<file path="config.mk">
export PLATFORM = sky130hd
export DESIGN_NAME = scie_pipelined
export DESIGN_NICKNAME = d
export VERILOG_FILES = /design/src/rtl/scie_pkg.sv /design/src/rtl/scie_cmul.sv /design/src/rtl/scie_pipelined.sv
export SDC_FILE = /design/constraint.sdc
export NUM_CORES = 2
export LEC_CHECK = 0
export CAP_MARGIN = 15
export CORE_MARGIN = 2
export CORE_UTILIZATION = 30
export DETAILED_ROUTE_END_ITERATION = 12
export HOLD_SLACK_MARGIN = 0.02
export PLACE_DENSITY = 0.56
export SETUP_SLACK_MARGIN = 0.2
export SLEW_MARGIN = 5
export SYNTH_ARGS = -nofsm -noshare
export SYNTH_HDL_FRONTEND = slang
export SYNTH_SLANG_ARGS = --single-unit
</file>
<file path="constraint.sdc">
create_clock -name clock -period 14.36 [get_ports clock]
set_clock_uncertainty 0.2 [all_clocks]
set_input_delay 1.436 -clock clock [delete_from_list [all_inputs] [get_ports clock]]
set_output_delay 1.436 -clock clock [all_outputs]
set_load 0.01 [all_outputs]
</file>
<file path="src/rtl/scie_pkg.sv">
// Shared definitions for the SCIE complex FIR accelerator: opcodes and the
// complex sample/coefficient type.
package scie_pkg;

    localparam int CPLX_DW = 16;

    localparam logic [6:0] OPC_SETC = 7'h0B;
    localparam logic [6:0] OPC_PUSH = 7'h2B;
    localparam logic [6:0] OPC_READ = 7'h5B;

    typedef struct packed {
        logic signed [CPLX_DW-1:0] re;
        logic signed [CPLX_DW-1:0] im;
    } cplx_t;

endpackage

</file>
<file path="src/rtl/scie_cmul.sv">
// Combinational complex multiplier: (a_re + j a_im) * (b_re + j b_im) at full
// width. Each output carries one extra bit so the sum or difference of two
// products cannot overflow.
module scie_cmul #(
    parameter int DW = 16
) (
    input  logic signed [DW-1:0] a_re,
    input  logic signed [DW-1:0] a_im,
    input  logic signed [DW-1:0] b_re,
    input  logic signed [DW-1:0] b_im,
    output logic signed [2*DW:0] p_re,
    output logic signed [2*DW:0] p_im
);

    logic signed [2*DW-1:0] ac;
    logic signed [2*DW-1:0] bd;
    logic signed [2*DW-1:0] ad;
    logic signed [2*DW-1:0] bc;

    // Four partial products, then sign-extended combine into real/imag parts.
    always_comb begin
        ac   = a_re * b_re;
        bd   = a_im * b_im;
        ad   = a_re * b_im;
        bc   = a_im * b_re;
        p_re = {ac[2*DW-1], ac} - {bd[2*DW-1], bd};
        p_im = {ad[2*DW-1], ad} + {bc[2*DW-1], bc};
    end

endmodule

</file>
<file path="src/rtl/scie_pipelined.sv">
// Complex FIR accelerator for a custom-instruction slot. SETC loads a
// coefficient, PUSH shifts a sample into the delay line, READ registers the
// wrapped sum of coef[i]*x[i] into rd. Outputs come straight from rd.
module scie_pipelined
    import scie_pkg::*;
#(
    parameter int NTAPS = 2,
    parameter int XLEN  = 32,
    parameter int DW    = 16
) (
    input  logic                 clock,
    input  logic                 reset,
    input  logic                 io_valid,
    input  logic [XLEN-1:0]      io_insn,
    input  logic [DW-1:0]        io_rs1_real,
    input  logic [DW-1:0]        io_rs1_imag,
    input  logic [XLEN-1:0]      io_rs2,
    output logic [DW-1:0]        io_rd_real,
    output logic [DW-1:0]        io_rd_imag
);

    // Product width and accumulator width with headroom for NTAPS terms.
    localparam int PW = 2 * DW + 1;
    localparam int AW = PW + $clog2(NTAPS + 1);

    logic [6:0] opc;
    logic       unused_insn_hi;

    logic signed [DW-1:0] coef_re_q [NTAPS];
    logic signed [DW-1:0] coef_im_q [NTAPS];
    logic signed [DW-1:0] coef_re_d [NTAPS];
    logic signed [DW-1:0] coef_im_d [NTAPS];
    logic signed [DW-1:0] x_re_q    [NTAPS];
    logic signed [DW-1:0] x_im_q    [NTAPS];
    logic signed [DW-1:0] x_re_d    [NTAPS];
    logic signed [DW-1:0] x_im_d    [NTAPS];
    logic signed [DW-1:0] rd_re_q;
    logic signed [DW-1:0] rd_im_q;
    logic signed [DW-1:0] rd_re_d;
    logic signed [DW-1:0] rd_im_d;

    logic signed [PW-1:0] prod_re [NTAPS];
    logic signed [PW-1:0] prod_im [NTAPS];
    logic signed [AW-1:0] acc_re;
    logic signed [AW-1:0] acc_im;

    assign opc            = io_insn[6:0];
    assign unused_insn_hi = ^io_insn[XLEN-1:7];

    // One complex multiplier per tap, fed by the current coefficient and sample.
    for (genvar g = 0; g < NTAPS; g++) begin : g_tap
        scie_cmul #(
            .DW (DW)
        ) u_cmul (
            .a_re (coef_re_q[g]),
            .a_im (coef_im_q[g]),
            .b_re (x_re_q[g]),
            .b_im (x_im_q[g]),
            .p_re (prod_re[g]),
            .p_im (prod_im[g])
        );
    end

    // Full-width sum of all tap products; truncation happens only at rd.
    always_comb begin
        acc_re = '0;
        acc_im = '0;
        for (int i = 0; i < NTAPS; i++) begin
            acc_re = acc_re + AW'(prod_re[i]);
            acc_im = acc_im + AW'(prod_im[i]);
        end
    end

    // Opcode decode: next-state of coefficients, delay line and result.
    always_comb begin
        coef_re_d = coef_re_q;
        coef_im_d = coef_im_q;
        x_re_d    = x_re_q;
        x_im_d    = x_im_q;
        rd_re_d   = rd_re_q;
        rd_im_d   = rd_im_q;
        if (io_valid) begin
            case (opc)
                OPC_SETC: begin
                    // Out-of-range indices match no tap and are dropped.
                    for (int i = 0; i < NTAPS; i++) begin
                        if (io_rs2 == XLEN'(i)) begin
                            coef_re_d[i] = io_rs1_real;
                            coef_im_d[i] = io_rs1_imag;
                        end
                    end
                end
                OPC_PUSH: begin
                    x_re_d[0] = io_rs1_real;
                    x_im_d[0] = io_rs1_imag;
                    for (int i = 1; i < NTAPS; i++) begin
                        x_re_d[i] = x_re_q[i-1];
                        x_im_d[i] = x_im_q[i-1];
                    end
                end
                OPC_READ: begin
                    rd_re_d = acc_re[DW-1:0];
                    rd_im_d = acc_im[DW-1:0];
                end
                default: begin
                end
            endcase
        end
    end

    // State registers; reset clears everything asynchronously.
    always_ff @(posedge clock or posedge reset) begin
        if (reset) begin
            for (int i = 0; i < NTAPS; i++) begin
                coef_re_q[i] <= '0;
                coef_im_q[i] <= '0;
                x_re_q[i]    <= '0;
                x_im_q[i]    <= '0;
            end
            rd_re_q <= '0;
            rd_im_q <= '0;
        end else begin
            coef_re_q <= coef_re_d;
            coef_im_q <= coef_im_d;
            x_re_q    <= x_re_d;
            x_im_q    <= x_im_d;
            rd_re_q   <= rd_re_d;
            rd_im_q   <= rd_im_d;
        end
    end

    assign io_rd_real = rd_re_q;
    assign io_rd_imag = rd_im_q;

endmodule

</file>
==> impl_metrics.tcl <==
set metrics [dict create \
    outcome "finished, final reports clean" \
    period_share_pct 61.4 \
    die_h_um 369 \
    crit_family "adder cells" \
    comb_power_share_pct 11.9 \
    drcViolationCount 0 \
    io_pins 131 \
    cts_inserted_buffers 17 \
    die_x_um 369 \
    cp_slowest_cell "dfrtp_1" \
    dieArea_um2 136000 \
    critical_path.most_common_cell "fa_1" \
    synthAdderAreaFrac_pct 52.8 \
    insertion_delay_ns 0.52 \
    grt_usage_pct 18.4 \
    grt_pass1_vias 29700 \
    power.share.clock_pct 43.8 \
    initial_core_util_pct 30.3 \
    coreArea_um2 132000 \
    vdd_drop_max_mv 0.0766 \
    wirelength_mm 120 \
    finalHoldViolCount 0 \
    setup_viol 0 \
    synthFlopType "dfrtp_1" \
    synthArstFlopShare_pct 100 \
    ys_types 38 \
    vias 27500 \
    maxCapViolations 0 \
    synth_top_cell_area_share_pct 39.5 \
    final_core_util_pct 33.0 \
    dp_hpwl_mm 90.6 \
    muxShareOfSynthArea_pct 3.61 \
    post-cts-setup-buffer-count 0 \
    relSlewSlack_pct 19.0 \
    crit_type "register to register" \
    powerDensity_nw_per_um2 25.8 \
    syn_avg_cell_area_um2 9.49 \
    start_kind "register" \
    initialDrtViolationCount 1901 \
    cp_max_fo 17 \
    arrival_ns 8.99 \
    min_period_ns 8.81 \
    io_buffers 105 \
    critPathRequiredTime_ns 14.54 \
    yosysTopAreaCell "fa_1" \
    nets 5503 \
    fillers 13700 \
    dpl-instance-area_um2 42900 \
    design_area_um2 43600 \
    p_seq_share_pct 44.3 \
    cellLeakagePower_uw 0.0216 \
    htreeDepth 4 \
    grt_first_pass_wirelength_mm 187 \
    root_buffer "clkbuf_16" \
    ys_seq_area_share_pct 10.0 \
    clk_pin_slew_worst_paths_ns 0.07 \
    rows 133 \
    ctsHoldBuffers 0 \
    synthSimpleGateAreaFrac_pct 15.0 \
    synth-xor-area-share_pct 6.28 \
    layout-drive-gt1-share_pct 5.78 \
    wl_per_cell_um 20.1 \
    synth-edff-count 0 \
    syn_area_um2 39900 \
    synth_area_leaders "fa_1, ha_1, dfrtp_1" \
    path_buf_inv 7 \
    synth-seq-cells 160 \
    internal_power_uw 738 \
    slew_violations 0 \
    switching_share_pct 34.3 \
    synth_top_family_by_area "adder cells" \
    fmax_mhz 113 \
    holdCritPathClass "register to register" \
    antenna_left 0 \
    slowest_delay_ns 0.84 \
    cts_resized 0 \
    cts_max_path_buffers 2 \
    area_growth_pct 9.08 \
    power.net_switching_uw 385 \
    synth_fp_nets 5520 \
    grt_max_degree 65 \
    clock_sinks 160 \
    dr.pass1.iters 5 \
    place_congestion 0.876 \
    synthTopCellsByCount "inv_1, fa_1, and2_1, nand2_1, ha_1" \
    synth-compound-area-share_pct 1.06 \
    instances_no_fill 5964 \
    yosysWarnings 0 \
    synthCells 4209 \
    worstSetupEndpointType "register" \
    tightest_slew_ns 1.22 \
    synth_most_common_cell "inv_1" \
    drt-vias-per-instance 4.61 \
    cts_tree "done" \
    antenna_found_initial 5 \
    overflow 0 \
    place_inst 5926 \
    rsz0062_at_grt "no" \
    tns_ns 0 \
]
power by group through the flow:
stage | Clock [µW] | Combinational [µW] | Sequential (µW)
finish | 492 | 134 | 497
CTS | 506 | 128 | 496
detailed placement | 0 | 128 | 505
floorplan | 0 | 59.8 | 476
global route | 523 | 138 | 497
global placement | 0 | 126 | 505
kinds of logic (layout without fill, tap and decap cells):
logic type                 after synthesis  after routing
AOI/OAI and AO/OA                       67             67
xor gates and xnor gates               276            276
adders and majority gates             1212           1212
buffers and inverters                 1191           1187
DFF                                    160            160
muxes                                  128            128
other                                    0              4
and+or+nand+nor                       1175           1175
cell type report:
cell class | count | area, µm² | area share, %
Multi-Input combinational cell | 2858 | 31400 | 72.2
Sequential cell | 160 | 4010 | 9.20
Inverter | 979 | 3680 | 8.45
Tap cell | 1755 | 2200 | 5.04
Timing Repair Buffer | 176 | 1620 | 3.73
Clock buffer | 17 | 425 | 0.977
Clock inverter | 15 | 166 | 0.382
Antenna cell | 4 | 10.0 | 0.0230
tightest hold or removal path: stages, from the launching register on:
cell     delay [ns]
dfrtp_1        0.34
nand2_1        0.05
nand2_1        0.05
metrics by stage:
stage | setup WS (ns) | hold slack [ns] | power [µW]
4_1_cts | 5.52 | 0.281 | 1130
3_5_place_dp | 5.53 | 0.264 | 633
3_3_place_gp | 5.58 | 0.261 | 631
5_1_grt | 5.18 | 0.295 | 1160
6_report | 5.55 | 0.272 | 1120
2_1_floorplan | 6.72 | 0.303 | 536
layout by cell type (no fill, tap or decap), types with 4 or more instances in the layout:
cell type and count:
inv_1 978, fa_1 788, and2_1 598, nand2_1 543, ha_1 424, xnor2_1 225
dfrtp_1 156, mux2_2 128, clkdlybuf4s50_1 105, buf_4 69, xor2_1 43, o21ai_0 22
clkbuf_16 17, a21oi_1 14, a21o_1 12, nor4_1 7, inv_6 5, xnor3_1 5
nor2b_1 5, diode_2 4, nor2_1 4, nand4_1 4, o21bai_1 4, clkinv_8 4
dfrtp_2 4
path summary, 6_finish.rpt:
path,slack (ns),start,depth (start not counted),endpoint
worst max-delay path,5.55,coef_re_q[17]$_DFFE_PP0P_,26,io_rd_real[15]$_DFFE_PP0P_
worst min-delay path,0.27,io_rd_imag[1]$_DFFE_PP0P_,2,io_rd_imag[1]$_DFFE_PP0P_
worst max register to register,5.55,coef_re_q[17]$_DFFE_PP0P_,26,io_rd_real[15]$_DFFE_PP0P_
worst min register to register,0.27,io_rd_imag[1]$_DFFE_PP0P_,2,io_rd_imag[1]$_DFFE_PP0P_
max in group asynchronous,11.60,reset,3,coef_im_q[2]$_DFFE_PP0P_
min in group asynchronous,1.13,reset,2,coef_re_q[0]$_DFFE_PP0P_
flip-flops by register name, indices dropped and copies added (netlist names):
signal      count
coef_im_q      32
coef_re_q      32
x_im_q         32
x_re_q         32
io_rd_imag     16
io_rd_real     16
metal layers:
metal	vias up	global-route usage, %	part of all wire [%]
met2	1103	26.6	41
met5	-	0	0.028
met1	14000	26.8	46
li1	12200	-	-
met4	4	7.15	4.5
met3	215	3.66	8.5
(Power assumes the default switching activity.)
